--- src/rtl/scan_controller.sv ---
// rtl/scan_controller.sv - reads a program header, then runs triggered or free-running scans over the program bytes
// Optional idle-byte watchdog in RUN is enabled by defining SCAN_WDOG_EN.
module scan_controller #(
   parameter int ADDR_W   = 10,
   parameter int WDOG_CYC = 4095
) (
   input  logic              clk,
   input  logic              rst_n,
   input  logic              trig_in,
   input  logic              auto_mode,
   input  logic              rd_ready,
   input  logic [7:0]        rd_byte,
   output logic              restart,
   output logic [ADDR_W-1:0] start_addr,
   output logic              instr_valid,
   output logic [7:0]        instr,
   output logic              in_latch,
   output logic              scan_done,
   output logic              busy,
   output logic              fault,
   output logic [7:0]        scan_count
);

   typedef enum logic [2:0] {
      S_HDR,
      S_WAIT,
      S_LATCH,
      S_RUN,
      S_DONE,
      S_FAULT
   } state_t;

   state_t            state_q, state_d;
   logic [1:0]        hdr_idx_q, hdr_idx_d;
   logic [7:0]        hi_q, hi_d;
   logic [ADDR_W-1:0] start_q, start_d;
   logic [ADDR_W-1:0] end_q, end_d;
   logic [ADDR_W-1:0] cnt_q, cnt_d;
   logic [ADDR_W-1:0] hdr_addr;
   logic              sync1_q, sync1_d;
   logic              sync2_q, sync2_d;
   logic              sync3_q, sync3_d;
   logic              pending_q, pending_d;
   logic [7:0]        instr_q, instr_d;
   logic              instr_valid_q, instr_valid_d;
   logic [7:0]        scan_count_q, scan_count_d;
   logic              trig_rise;

`ifdef SCAN_WDOG_EN
   localparam int WDOG_W = $clog2(WDOG_CYC + 1);
   logic [WDOG_W-1:0] wdog_q, wdog_d;
`else
   if (WDOG_CYC < 1) begin : g_wdog_unused
   end
`endif

   // High header byte (b0 or b2) joined with the current low byte
   assign hdr_addr  = ADDR_W'({hi_q, rd_byte});
   assign trig_rise = sync2_q & ~sync3_q;

   always_comb begin
      state_d       = state_q;
      hdr_idx_d     = hdr_idx_q;
      hi_d          = hi_q;
      start_d       = start_q;
      end_d         = end_q;
      cnt_d         = cnt_q;
      sync1_d       = trig_in;
      sync2_d       = sync1_q;
      sync3_d       = sync2_q;
      pending_d     = pending_q;
      instr_d       = instr_q;
      instr_valid_d = 1'b0;
      scan_count_d  = scan_count_q;
`ifdef SCAN_WDOG_EN
      wdog_d        = wdog_q;
`endif

      if (trig_rise && (state_q != S_WAIT)) begin
         pending_d = 1'b1;
      end

      case (state_q)
         S_HDR: begin
            if (rd_ready) begin
               hdr_idx_d = hdr_idx_q + 2'd1;
               case (hdr_idx_q)
                  2'd0: hi_d = rd_byte;
                  2'd1: start_d = hdr_addr;
                  2'd2: hi_d = rd_byte;
                  default: begin
                     end_d = hdr_addr;
                     if ((hdr_addr == '0) || (hdr_addr < start_q)) begin
                        state_d = S_FAULT;
                     end else begin
                        state_d = S_WAIT;
                     end
                  end
               endcase
            end
         end
         S_WAIT: begin
            if (auto_mode || pending_q || trig_rise) begin
               state_d   = S_LATCH;
               pending_d = 1'b0;
            end
         end
         S_LATCH: begin
            cnt_d   = '0;
            state_d = S_RUN;
`ifdef SCAN_WDOG_EN
            wdog_d  = '0;
`endif
         end
         S_RUN: begin
            if (rd_ready) begin
               instr_valid_d = 1'b1;
               instr_d       = rd_byte;
`ifdef SCAN_WDOG_EN
               wdog_d        = '0;
`endif
               // cnt_q counts bytes already taken, so the last one is at end-start
               if (cnt_q == (end_q - start_q)) begin
                  state_d = S_DONE;
               end else begin
                  cnt_d = cnt_q + 1'b1;
               end
            end else begin
`ifdef SCAN_WDOG_EN
               if (wdog_q == WDOG_W'(WDOG_CYC - 1)) begin
                  state_d = S_FAULT;
               end else begin
                  wdog_d = wdog_q + 1'b1;
               end
`endif
            end
         end
         S_DONE: begin
            scan_count_d = scan_count_q + 8'd1;
            state_d      = S_WAIT;
         end
         S_FAULT: begin
            state_d = S_FAULT;
         end
         default: begin
            state_d = S_HDR;
         end
      endcase
   end

   always_ff @(posedge clk or negedge rst_n) begin
      if (!rst_n) begin
         state_q       <= S_HDR;
         hdr_idx_q     <= 2'd0;
         hi_q          <= 8'd0;
         start_q       <= '0;
         end_q         <= '0;
         cnt_q         <= '0;
         sync1_q       <= 1'b0;
         sync2_q       <= 1'b0;
         sync3_q       <= 1'b0;
         pending_q     <= 1'b0;
         instr_q       <= 8'd0;
         instr_valid_q <= 1'b0;
         scan_count_q  <= 8'd0;
      end else begin
         state_q       <= state_d;
         hdr_idx_q     <= hdr_idx_d;
         hi_q          <= hi_d;
         start_q       <= start_d;
         end_q         <= end_d;
         cnt_q         <= cnt_d;
         sync1_q       <= sync1_d;
         sync2_q       <= sync2_d;
         sync3_q       <= sync3_d;
         pending_q     <= pending_d;
         instr_q       <= instr_d;
         instr_valid_q <= instr_valid_d;
         scan_count_q  <= scan_count_d;
      end
   end

`ifdef SCAN_WDOG_EN
   always_ff @(posedge clk or negedge rst_n) begin
      if (!rst_n) begin
         wdog_q <= '0;
      end else begin
         wdog_q <= wdog_d;
      end
   end
`endif

   assign restart     = (state_q == S_LATCH);
   assign in_latch    = (state_q == S_LATCH);
   assign scan_done   = (state_q == S_DONE);
   assign busy        = (state_q == S_LATCH) || (state_q == S_RUN) || (state_q == S_DONE);
   assign fault       = (state_q == S_FAULT);
   assign start_addr  = start_q;
   assign instr       = instr_q;
   assign instr_valid = instr_valid_q;
   assign scan_count  = scan_count_q;

endmodule

--- config.mk ---
export PLATFORM = sky130hd
export DESIGN_NAME = scan_controller
export DESIGN_NICKNAME = d
export VERILOG_FILES = /design/src/rtl/scan_controller.sv
export SDC_FILE = /design/constraint.sdc
export NUM_CORES = 1
export LEC_CHECK = 0
export ABC_AREA = 0
export BUFFER_PORTS_ARGS = -buffer_cell sky130_fd_sc_hd__buf_2
export CORE_MARGIN = 4
export CORE_UTILIZATION = 62
export CTS_CLUSTER_SIZE = 14
export DETAILED_ROUTE_END_ITERATION = 12
export GPL_TIMING_DRIVEN = 0
export PLACE_DENSITY = 0.95
export SLEW_MARGIN = 20
export SYNTH_ARGS = -nofsm -noshare
export SYNTH_HDL_FRONTEND = slang
export SYNTH_SLANG_ARGS = --single-unit
--- constraint.sdc ---
create_clock -name clk -period 4.34 [get_ports clk]
set_input_delay 0.217 -clock clk [delete_from_list [all_inputs] [get_ports clk]]
set_output_delay 0.217 -clock clk [all_outputs]
set_load 0.01 [all_outputs]
-- Yosys cells after proc, flatten, opt, wreduce, memory -nomap -nowiden
Index checks and enable logic that the tools add are counted.
- flip-flop bits (word level): 58
- input port bits: 13
- logic and storage cells: 70
- output and inout port bits: 32
- equal/unequal tests: 15
- muxes and demuxes: 15
- reduce and logical (&&, ||, !) cells: 19
- $lt $le $gt $ge: 1
- add/sub/neg operators: 4
- bitwise logic cells: 3
- operator list (operator ; count):
    10-bit two-way mux ; 2
    10-bit case mux with 2 select lines ; 1
    3-bit two-way mux ; 6
    3-bit case mux with 6 select lines ; 1
    2-bit inequality test, second input constant ; 6
    3-bit AND reduction ; 4
    10-bit by 1-bit adder with 10-bit output, second input constant ; 1
    10-bit equality test ; 1
    10-bit zero test ; 1
    10-bit less-than comparator ; 1
    10-bit subtractor ; 1
    8-bit by 1-bit adder with 8-bit output, second input constant ; 1
    3-bit by 2-bit equality test with 1-bit output, second input constant ; 2
    3-bit equality test, second input constant ; 2
    1-bit logical OR ; 5
    1-bit two-way mux ; 5
    5-bit AND reduction ; 1
    2-bit AND reduction ; 2
    3-bit by 1-bit equality test with 1-bit output, second input constant ; 1
    3-bit zero test ; 1
    3-bit by 1-bit inequality test with 1-bit output, second input constant ; 1
    3-bit OR reduction ; 1
    2-bit by 1-bit adder with 2-bit output, second input constant ; 1
    2-bit by 1-bit equality test with 1-bit output, second input constant ; 1
    other kinds (7) ; 8

-- Longest topological paths before layout
Gate-level depths: netlist of run 1.
- word-level depth: 6
- depth in mapped cells: 12
- depth with buffers taken out: 11

-- Worst setup path before layout of run 1
No wires, ideal clock.
- path type: reg2reg
- start: reg start_q[0], in the netlist start_addr[0]
- end: reg cnt_q[7]
- setup slack: 1555 ps
- stages on the path, launching flop included: 11
- setup time: 94 ps
- clock period less this slack: 2785 ps
- arrival: 2691 ps
- required time: 4246 ps
- path buffers: 0
- path through: dfrtp_1 -> ha_1 -> fa_1 -> nor2b_1 -> o2111ai_1 -> nand3_1 -> o311ai_0 -> o2111ai_1 -> o31ai_4 -> or4_1 -> a221oi_2
- cells in the longest elaborated chain, start to end: 4
- RTL lines (what ; RTL line ; text):
    start, declared ; 36 ; logic [ADDR_W-1:0] start_q, start_d;
    start signal, assigned ; 170 ; start_q <= start_d;
    10-bit subtractor ; 123 ; if (cnt_q == (end_q - start_q)) begin
    10-bit equality test ; 123 ;
    2-bit inequality test (no source line) ; -- ;
    3-bit AND reduction (no source line) ; -- ;
    end signal, assigned ; 172 ; cnt_q <= cnt_d;
    end, declared ; 38 ; logic [ADDR_W-1:0] cnt_q, cnt_d;
Every way passes these cells.
A chain may end at the register's enable or synchronous reset.

-- Final worst setup path of run 1
- start: reg start_q[0], in the netlist start_addr[0]
- end: reg cnt_q[3]
The elaborated chain is that of the path after synthesis.

==> flow_summary.json, run 1 <==
{
  "num_io_pins": 45,
  "grt_first_pass_wirelength_mm": 14.5,
  "yosysSeqAreaShare_pct": 43.0,
  "async_reset_ff_share_pct": 100,
  "period_needed_ps": 3310,
  "synth.ff_latch_count": 58,
  "drive_gt1_share_pct": 26.5,
  "grt_antenna_before_repair": 0,
  "worstHoldPathType": "in2reg",
  "cts_buffers": 9,
  "crit_fanout": 8,
  "root_buffer": "clkbuf_8",
  "avgSynthCellArea_um2": 10.7,
  "drc": 0,
  "post_drt_wl_per_cell_um": 19.5,
  "clk_latency_ps": 340,
  "status": "finished clean",
  "clkSinkCount": 58,
  "firstDrtPassIters": 5,
  "initial_utilization_pct": 64.8,
  "overflow": 0,
  "clock_path_buffers": 2,
  "path_class": "reg2reg",
  "peakVddDrop_v": 0.000424,
  "leakage_nw": 1.91,
  "ys.flop_type": "dfrtp_1",
  "max_freq_mhz": 302,
  "p_comb_share_pct": 48.4,
  "synth.most_common_cell": "dfrtp_1",
  "max-cap-violations": 0,
  "clk_pin_slew_ps": 70,
  "htreeDepth": 3,
  "synth_area_leaders": "dfrtp_1 (43%), mux2_2 (9.7%), ha_1 (8.9%)",
  "worstPathRequired_ps": 4570,
  "syn_to_final_growth_pct": 15.8,
  "core_area_um2": 5200,
  "fill_cells": 329,
  "synth-edff-count": 0,
  "syn_area_um2": 3370,
  "worst_setup_path_end_kind": "flop",
  "ys_top_cells_by_count": "dfrtp_1 (58), mux2_2 (29), ha_1 (24)",
  "drt_iter0_drc": 279,
  "syn-num-nets": 354,
  "swShare_pct": 40.4,
  "dpl_worst_slack_ps": 1210,
  "dp_hpwl_mm": 5.53,
  "maxSlewHeadroom_pct": 23.3,
  "vias_per_cell": 6.34,
  "final_hold_viol_count": 0,
  "cp_data_arrival_time_ps": 3550,
  "grt_max_degree": 59,
  "nNetsFinal": 411,
  "diodes": 0,
  "skew_ps": 9.64,
  "timing.critical_path.from_type": "flop",
  "yosys.area.top_type_share_pct": 43.0,
  "gp_congestion": 0.844,
  "setup_viol": 0,
  "fp-row-count": 26,
  "min_period_over_period_pct": 76.3,
  "setup_ws_ps": 1030,
  "cts_setup_buffers": 0,
  "dieArea_um2": 6680,
  "wl_mm": 8.72,
  "grt_usage_pct": 29.2,
  "grt_pass1_vias": 2951,
  "rsz0062_at_grt": "false",
  "yosys_warnings": 0,
  "final_core_util_pct": 75.1,
  "dpl_cell_area_um2": 3680,
  "tightest_slew_ps": 1140,
  "slew_violations": 0,
  "synth_area_leader_cell": "dfrtp_1",
  "postSynthCellCount": 316,
  "yosysUniqueCellTypes": 55,
  "clockPowerShare_pct": 20.5,
  "vias": 2832,
  "p_sw_mw": 1.03,
  "ant_nets": 0,
  "portBuffers": 44,
  "die_h_um": 81.8,
  "seqPwrFrac_pct": 31.1,
  "fin_setup_tns_ps": 0,
  "cts_tree": "built",
  "cellInternalPower_mw": 1.52,
  "cts_resized": 0,
  "powerDensity_nw_per_um2": 653,
  "die_w_um": 81.8,
  "stdcell_area_um2": 3910,
  "cts_hold_buf": 2
}
registers in the layout, summed over array words and instances, names as in the netlist:
signal / cells
cnt_q: 10
end_q: 10
hdr_idx_q: 2
hi_q: 2
instr: 8
instr_valid: 1
pending_q: 1
scan_count: 8
start_addr: 10
state_q: 3
sync1_q: 1
sync2_q: 1
sync3_q: 1
worst max-delay path: stages (launching register included):
cell,delay [ps]
dfrtp_1,410
ha_1,270
fa_1,420
nor2b_1,200
o21ai_0,150
nand3_1,140
nor4b_1,400
o2111ai_1,320
o31ai_4,440
nor2_1,150
a221o_1,310
cell families after synthesis:
family          share of synthesized area (%)
xor+xnor                                 5.45
compound gates                           13.9
fa+ha+maj                                9.50
flops                                    43.0
simple gates                             14.3
buf+inv                                  4.15
mux                                      9.68
area by class of cell:
cell class | instances | area, um2 | share of cell area (%)
repair buffers | 46 | 243 | 6.21
plain buffers | 12 | 57.6 | 1.47
clock inverters | 2 | 35.0 | 0.897
inverters | 22 | 82.6 | 2.11
flip-flops and latches | 58 | 1450 | 37.1
well taps | 70 | 87.6 | 2.24
clock buffers | 13 | 169 | 4.32
multi-input cells | 224 | 1780 | 45.6
layout by cell type, fill, tap and decap left out, types with 7 or more instances in the layout:
| master | synthesis | layout |
|---|---|---|
| a21oi_1 | 16 | 16 |
| buf_2 | 1 | 44 |
| clkbuf_1 | 8 | 9 |
| clkbuf_8 | 0 | 12 |
| dfrtp_1 | 58 | 58 |
| ha_1 | 24 | 24 |
| inv_1 | 22 | 22 |
| mux2_2 | 29 | 29 |
| nand2_1 | 18 | 18 |
| nand3_1 | 15 | 15 |
| nor2_1 | 8 | 8 |
| nor3_1 | 8 | 8 |
| nor4_1 | 7 | 7 |
| o21ai_0 | 9 | 9 |
| xnor2_1 | 11 | 11 |
| xor2_1 | 10 | 10 |
power by group through the flow:
| stage | Sequential, mW | Combinational [mW] | Clock (mW) |
|---|---|---|---|
| floorplan | 0.805 | 0.855 | 0 |
| global placement | 0.782 | 1.10 | 0 |
| detailed placement | 0.794 | 1.18 | 0 |
| CTS | 0.789 | 1.22 | 0.519 |
| global route | 0.810 | 1.36 | 0.545 |
| finish | 0.794 | 1.23 | 0.523 |
per-stage QoR:
step,cells,hold slack [ps],power (mW)
6_report,447,173,2.55
5_1_grt,447,183,2.71
4_1_cts,447,169,2.52
3_5_place_dp,430,321,1.97
3_3_place_gp,430,325,1.88
2_1_floorplan,316,-78.6,1.66
final timing paths:
kind	from	to	slack (ps)	depth (start not counted)
worst max-delay path	start_addr[0]$_DFFE_PN0P_	cnt_q[3]$_DFFE_PN0P_	1030	10
worst min-delay path	rd_byte[3]	start_addr[3]$_DFFE_PN0P_	170	2
worst max register to register	start_addr[0]$_DFFE_PN0P_	cnt_q[3]$_DFFE_PN0P_	1030	10
worst min register to register	sync1_q$_DFF_PN0_	sync2_q$_DFF_PN0_	350	0
max in group asynchronous	rst_n	scan_count[3]$_DFFE_PN0P_	3360	2
min in group asynchronous	rst_n	instr[7]$_DFFE_PN0P_	510	2
routing by layer:
layer  global-route usage (%)  up-vias  share of wire, %
met2                     50.3      120                52
met3                     7.89       37               6.6
met1                     33.9     1401                38
met4                     13.0        0               3.5
li1                         -     1274                 -
met5                        0        -                 0
(Power assumes the default switching activity.)
==> run 2: changes to the inputs <==
--- a/config.mk
+++ b/config.mk
@@ -8,11 +8,11 @@
 export ABC_AREA = 0
 export BUFFER_PORTS_ARGS = -buffer_cell sky130_fd_sc_hd__buf_2
 export CORE_MARGIN = 4
-export CORE_UTILIZATION = 62
+export CORE_UTILIZATION = 58
 export CTS_CLUSTER_SIZE = 14
 export DETAILED_ROUTE_END_ITERATION = 12
 export GPL_TIMING_DRIVEN = 0
-export PLACE_DENSITY = 0.95
+export PLACE_DENSITY = 0.9
 export SLEW_MARGIN = 20
 export SYNTH_ARGS = -nofsm -noshare
 export SYNTH_HDL_FRONTEND = slang
==> constraint.sdc (replaced) <==
create_clock -name clk -period 3.24 [get_ports clk]
set_input_delay 0.162 -clock clk [delete_from_list [all_inputs] [get_ports clk]]
set_output_delay 0.162 -clock clk [all_outputs]
set_load 0.01 [all_outputs]
==> run 2 against run 1 <==
Against the previous run: die area increased by 6.2%; worst hold slack got worse by 57 ps; clock power increased by 39%; register-to-register slack got worse by 840 ps; sequential share of layout area decreased by 0.72 points; design area increased by 2.0%; critical endpoint is now cnt_q[7]$_DFFE_PN0P_; largest cell class unchanged.
==> flow_summary.json, run 2 (synthesis gave the netlist of run 1 again) <==
{
  "grt_first_pass_wirelength_mm": 13.8,
  "syn_to_final_growth_pct": 18.1,
  "clock_path_buffers": 2,
  "overflow": 0,
  "timing.critical_path.from_type": "flop",
  "leakage_nw": 1.93,
  "dp_hpwl_mm": 5.31,
  "initial_utilization_pct": 60.5,
  "num_io_pins": 45,
  "cts_buffers": 9,
  "post_drt_wl_per_cell_um": 17.7,
  "maxSlewHeadroom_pct": 31.5,
  "fin_setup_tns_ps": 0,
  "grt_max_degree": 59,
  "ant_nets": 0,
  "die_h_um": 84.3,
  "final_cell_mix": "dfrtp_1 (58), buf_2 (44), mux2_2 (29)",
  "diodes": 0,
  "die_w_um": 84.3,
  "max-cap-violations": 0,
  "cp_data_arrival_time_ps": 3290,
  "powerDensity_nw_per_um2": 885,
  "fp-row-count": 27,
  "grt_antenna_before_repair": 0,
  "final_core_util_pct": 71.5,
  "peakVddDrop_v": 0.000663,
  "root_buffer": "clkbuf_8",
  "slew_violations": 0,
  "grt_usage_pct": 24.3,
  "path_class": "reg2reg",
  "vias_per_cell": 6.07,
  "crit_fanout": 7,
  "htreeDepth": 3,
  "layout_commonest_cell": "dfrtp_1",
  "portBuffers": 44,
  "drc": 0,
  "cts_tree": "built",
  "min_period_over_period_pct": 94.1,
  "firstDrtPassIters": 4,
  "worstPathRequired_ps": 3480,
  "max_freq_mhz": 328,
  "skew_ps": 4.52,
  "gp_congestion": 0.840,
  "vias": 2750,
  "rsz0062_at_grt": "false",
  "drive_gt1_share_pct": 29.4,
  "dieArea_um2": 7100,
  "clkSinkCount": 58,
  "fill_cells": 380,
  "nNetsFinal": 414,
  "status": "finished clean",
  "holdWs_ps": 116,
  "worstHoldPathType": "in2reg",
  "core_area_um2": 5570,
  "setup_viol": 0,
  "clk_pin_slew_ps": 60,
  "period_needed_ps": 3050,
  "grt_pass1_vias": 2861,
  "wl_mm": 8.01,
  "clk_latency_ps": 340,
  "drt_iter0_drc": 275,
  "final_hold_viol_count": 0,
  "tightest_slew_ps": 1020,
  "worst_setup_path_end_kind": "flop"
}
[run 2: cell types whose count changed in the layout (fill, tap and decap cells not counted), moves of 2 or more]
cell,before,now
clkinvlp_4,0,2
o2111ai_1,3,1
o2111ai_2,0,2
buf_4,2,5
[run 2: power breakdown]
group / internal (mW) / total, mW / switching (mW)
Clock: 0.439 / 0.728 / 0.289
Sequential: 0.910 / 1.06 / 0.149
Combinational: 0.764 / 1.74 / 0.975
[run 2: stage by stage]
stage	area (um2)	std cells	total power, mW	setup WS (ps)
after global routing	3990	453	3.77	66.2
after CTS	3930	450	3.41	70.1
after detailed placement	3690	432	2.63	123
after floorplan	3370	316	2.22	455
after global placement	3680	432	2.53	253
final	3990	453	3.53	191
[run 2: final timing paths]
check                                     startpoint                     end  slack (ps)  depth (start not counted)
setup / recovery           start_addr[0]$_DFFE_PN0P_    cnt_q[7]$_DFFE_PN0P_         190                         11
hold / removal                             auto_mode  state_q[1]$_DFFE_PN0P_         120                          3
setup reg to reg           start_addr[0]$_DFFE_PN0P_    cnt_q[7]$_DFFE_PN0P_         190                         11
hold reg to reg                    sync1_q$_DFF_PN0_       sync2_q$_DFF_PN0_         350                          0
max in group asynchronous                      rst_n    cnt_q[1]$_DFFE_PN0P_        2340                          2
min in group asynchronous                      rst_n    instr[7]$_DFFE_PN0P_         430                          2
[run 2: layer usage]
| layer | vias up | track usage [%] | routed length (um) |
|---|---|---|---|
| li1 | 1270 | - | - |
| met1 | 1346 | 30.2 | 3260 |
| met2 | 103 | 41.2 | 4070 |
| met3 | 31 | 4.81 | 475 |
| met4 | 0 | 10.1 | 210 |
| met5 | - | 0.699 | 0 |
[run 2: worst max-delay path, stage by stage (launching register included)]
cell and delay (ps):
dfrtp_1 410, ha_2 230, fa_2 370, nor2b_2 170, o2111ai_2 170, nand3_1 110
o311ai_0 160, o2111ai_2 300, o31ai_4 160, buf_4 160, or4_1 410, a221oi_2 300
[run 2: what timing repair did]
item / in CTS / in global routing
buffers inserted: 0 / 3
hold buffers: 2 / 0
resized for setup: 0 / 7
setup endpoints to repair: 0 / 13
endpoints found under the hold margin: 59 / 0
[run 2: area by class of cell]
class | count | area, um2 | area share (%)
tap | 72 | 90.1 | 2.26
timing repair buffer | 49 | 265 | 6.66
buffer | 12 | 57.6 | 1.44
sequential | 58 | 1450 | 36.4
clock buffer | 13 | 179 | 4.49
inverter | 22 | 82.6 | 2.07
clock inverter | 3 | 45.0 | 1.13
multi-input combinational | 224 | 1810 | 45.5
==> run 3: changes to the inputs <==
--- a/config.mk
+++ b/config.mk
@@ -8,11 +8,11 @@
 export ABC_AREA = 0
 export BUFFER_PORTS_ARGS = -buffer_cell sky130_fd_sc_hd__buf_2
 export CORE_MARGIN = 4
-export CORE_UTILIZATION = 58
+export CORE_UTILIZATION = 52
 export CTS_CLUSTER_SIZE = 14
 export DETAILED_ROUTE_END_ITERATION = 12
 export GPL_TIMING_DRIVEN = 0
-export PLACE_DENSITY = 0.9
+export PLACE_DENSITY = 0.86
 export SLEW_MARGIN = 20
 export SYNTH_ARGS = -nofsm -noshare
 export SYNTH_HDL_FRONTEND = slang
==> constraint.sdc (replaced) <==
create_clock -name clk -period 2.8 [get_ports clk]
set_input_delay 0.14 -clock clk [delete_from_list [all_inputs] [get_ports clk]]
set_output_delay 0.14 -clock clk [all_outputs]
set_load 0.01 [all_outputs]
==> run 3 against run 2 <==
Against the previous run: combinational power up 33%; first-iteration DRC count down 11%; utilization down 6.1 points; critical path depth unchanged; sequential power up 15%; via count up 2.0%; non-clock buffer count up 8; clock-buffer cell count down 2; critical endpoint is now cnt_q[9]$_DFFE_PN0P_; clock power up 19%; final cell count up 2.9%; sequential share of layout area down 1.3 points.
==> flow_summary.json, run 3 (synthesis gave the netlist of run 1 again) <==
{
  "status": "finished clean",
  "die_h_um": 88.5,
  "r2r_cells": 11,
  "path_class": "reg2reg",
  "cp_common_cell": "o2111ai_2",
  "fin_setup_tns_ps": 0,
  "diodes": 0,
  "gp_congestion": 0.851,
  "vias_per_cell": 6.02,
  "max_freq_mhz": 357,
  "firstDrtPassIters": 6,
  "die_w_um": 88.5,
  "timing.rr.end": "cnt_q[9]$_DFFE_PN0P_",
  "clock_path_buffers": 2,
  "power_mw": 4.40,
  "min_period_over_period_pct": 100,
  "clkSinkCount": 58,
  "wl_mm": 8.54,
  "cts_tree": "built",
  "peakVddDrop_v": 0.000945,
  "worstPathRequired_ps": 3060,
  "leakage_nw": 1.99,
  "portBuffers": 44,
  "crit_fanout": 6,
  "num_io_pins": 45,
  "holdPathEnd": "state_q[1]$_DFFE_PN0P_",
  "grt_first_pass_wirelength_mm": 14.1,
  "holdWs_ps": 79.8,
  "overflow": 0,
  "post_drt_wl_per_cell_um": 18.3,
  "r2r_setup_slack_ps": 0.4,
  "drt_iter0_drc": 245,
  "core_area_um2": 6310,
  "seqPwrFrac_pct": 27.8,
  "cp_slowest_cell": "or4_4",
  "drc": 0,
  "drive_gt1_share_pct": 33.9,
  "htreeDepth": 3,
  "cp_data_arrival_time_ps": 3060,
  "setup_viol": 0,
  "timing.critical_path.from_type": "flop",
  "worst_setup_path_end_kind": "flop",
  "worstReg2RegStart": "start_addr[0]$_DFFE_PN0P_",
  "ant_nets": 0,
  "fp-row-count": 29,
  "period_needed_ps": 2800,
  "initial_utilization_pct": 53.4,
  "p_sw_mw": 1.77,
  "final_cell_mix": "dfrtp_1 (58), buf_2 (45), mux2_2 (29)",
  "clk_latency_ps": 340,
  "root_buffer": "clkbuf_8",
  "hold_start": "auto_mode",
  "max-cap-violations": 0,
  "powerDensity_nw_per_um2": 1070,
  "grt_max_degree": 59,
  "fill_cells": 474,
  "layout_commonest_cell": "dfrtp_1",
  "swShare_pct": 40.2,
  "cpLargestDelayFamily": "compound AO/OA/AOI/OAI gates",
  "dpl_worst_slack_ps": -216,
  "cpPeakStageDelay_ps": 410,
  "clk_pin_slew_ps": 70,
  "final_hold_viol_count": 0,
  "p_comb_share_pct": 52.5,
  "crit_chain": "ha_2, fa_2, nor2b_2, o2111ai_2, nand3_1, o311ai_2, o2111ai_2, o31ai_4, buf_4, or4_4, a211oi_2",
  "worstHoldPathType": "in2reg",
  "nNetsFinal": 422,
  "skew_ps": 5.21,
  "slew_violations": 0,
  "grt_pass1_vias": 2841,
  "critPathBufInv": 1,
  "cellInternalPower_mw": 2.63,
  "tightest_slew_ps": 846,
  "cts_buffers": 9,
  "dieArea_um2": 7840,
  "holdPathStages": 3,
  "vias": 2805,
  "setup_ws_ps": 0.435,
  "grt_usage_pct": 23.5,
  "syn_to_final_growth_pct": 22.4,
  "maxSlewHeadroom_pct": 42.8,
  "dp_hpwl_mm": 5.53,
  "grt_antenna_before_repair": 0,
  "clockPowerShare_pct": 19.7,
  "rsz0062_at_grt": "true"
}
==> run 3: changes by cell type in the layout (fill, tap and decap cells not counted), sizes merged <==
cell,delta
bufinv,+1
clkinv,+2
clkinvlp,-1
clkbuf,-2
buf,+8
==> run 3: final cells by class <==
class                      instances  area (um2)  share of cell area, %
sequential                        58        1450                   35.2
tap                               77        96.3                   2.33
clock buffer                      11         141                   3.43
inverter                          22        82.6                   2.00
buffer                            12        57.6                   1.39
multi-input combinational        224        1900                   46.0
timing repair buffer              57         323                   7.82
clock inverter                     5        77.6                   1.88
==> run 3: power by group through the flow <==
stage / combinational, mW / clock (mW) / sequential [mW]
6_report: 2.31 / 0.866 / 1.22
2_1_floorplan: 1.33 / 0 / 1.25
3_5_place_dp: 1.79 / 0 / 1.24
5_1_grt: 2.50 / 0.915 / 1.25
4_1_cts: 2.02 / 0.873 / 1.22
3_3_place_gp: 1.72 / 0 / 1.21
==> run 3: worst min-delay path, delay by kind of cell <==
| family | cells | cell delay [ps] |
|---|---|---|
| AO/OA/AOI/OAI | 1 | 120 |
| buffers and inverters | 1 | 80 |
| AND/OR/NAND/NOR | 1 | 50 |
==> run 3: worst max path at each step <==
stage                                   start              endpoint  depth (start not counted)
finish              start_addr[0]$_DFFE_PN0P_  cnt_q[9]$_DFFE_PN0P_                         11
global route        start_addr[2]$_DFFE_PN0P_  cnt_q[4]$_DFFE_PN0P_                         11
global placement    start_addr[0]$_DFFE_PN0P_  cnt_q[3]$_DFFE_PN0P_                         10
detailed placement  start_addr[0]$_DFFE_PN0P_  cnt_q[4]$_DFFE_PN0P_                         11
floorplan           start_addr[0]$_DFFE_PN0P_  cnt_q[7]$_DFFE_PN0P_                         10
CTS                 start_addr[2]$_DFFE_PN0P_  cnt_q[4]$_DFFE_PN0P_                         11
==> run 3: per-layer routing <==
layer | GRT usage, % | wire [um] | vias up
li1 | - | - | 1292
met1 | 29.0 | 3360 | 1380
met2 | 40.0 | 4510 | 104
met3 | 5.12 | 433 | 29
met4 | 9.34 | 247 | 0
met5 | 0 | 0 | -
==> run 3: stage by stage <==
stage / instance area, um2 / std cells / util [%]
floorplan: 3370 / 316 / -
global placement: 3690 / 437 / 58.4
detailed placement: 3690 / 437 / 58.5
CTS: 4030 / 462 / 63.8
global route: 4130 / 466 / 65.4
finish: 4130 / 466 / 65.4
==> run 3: repair_timing <==
item                                    CTS  global route
pin swaps                                 2             6
buffers inserted                          7             3
hold buffers                              2             0
endpoints found under the hold margin    59             0
gates resized for setup                  10            15
gates cloned                              0             1
endpoints found under the setup margin   13            13
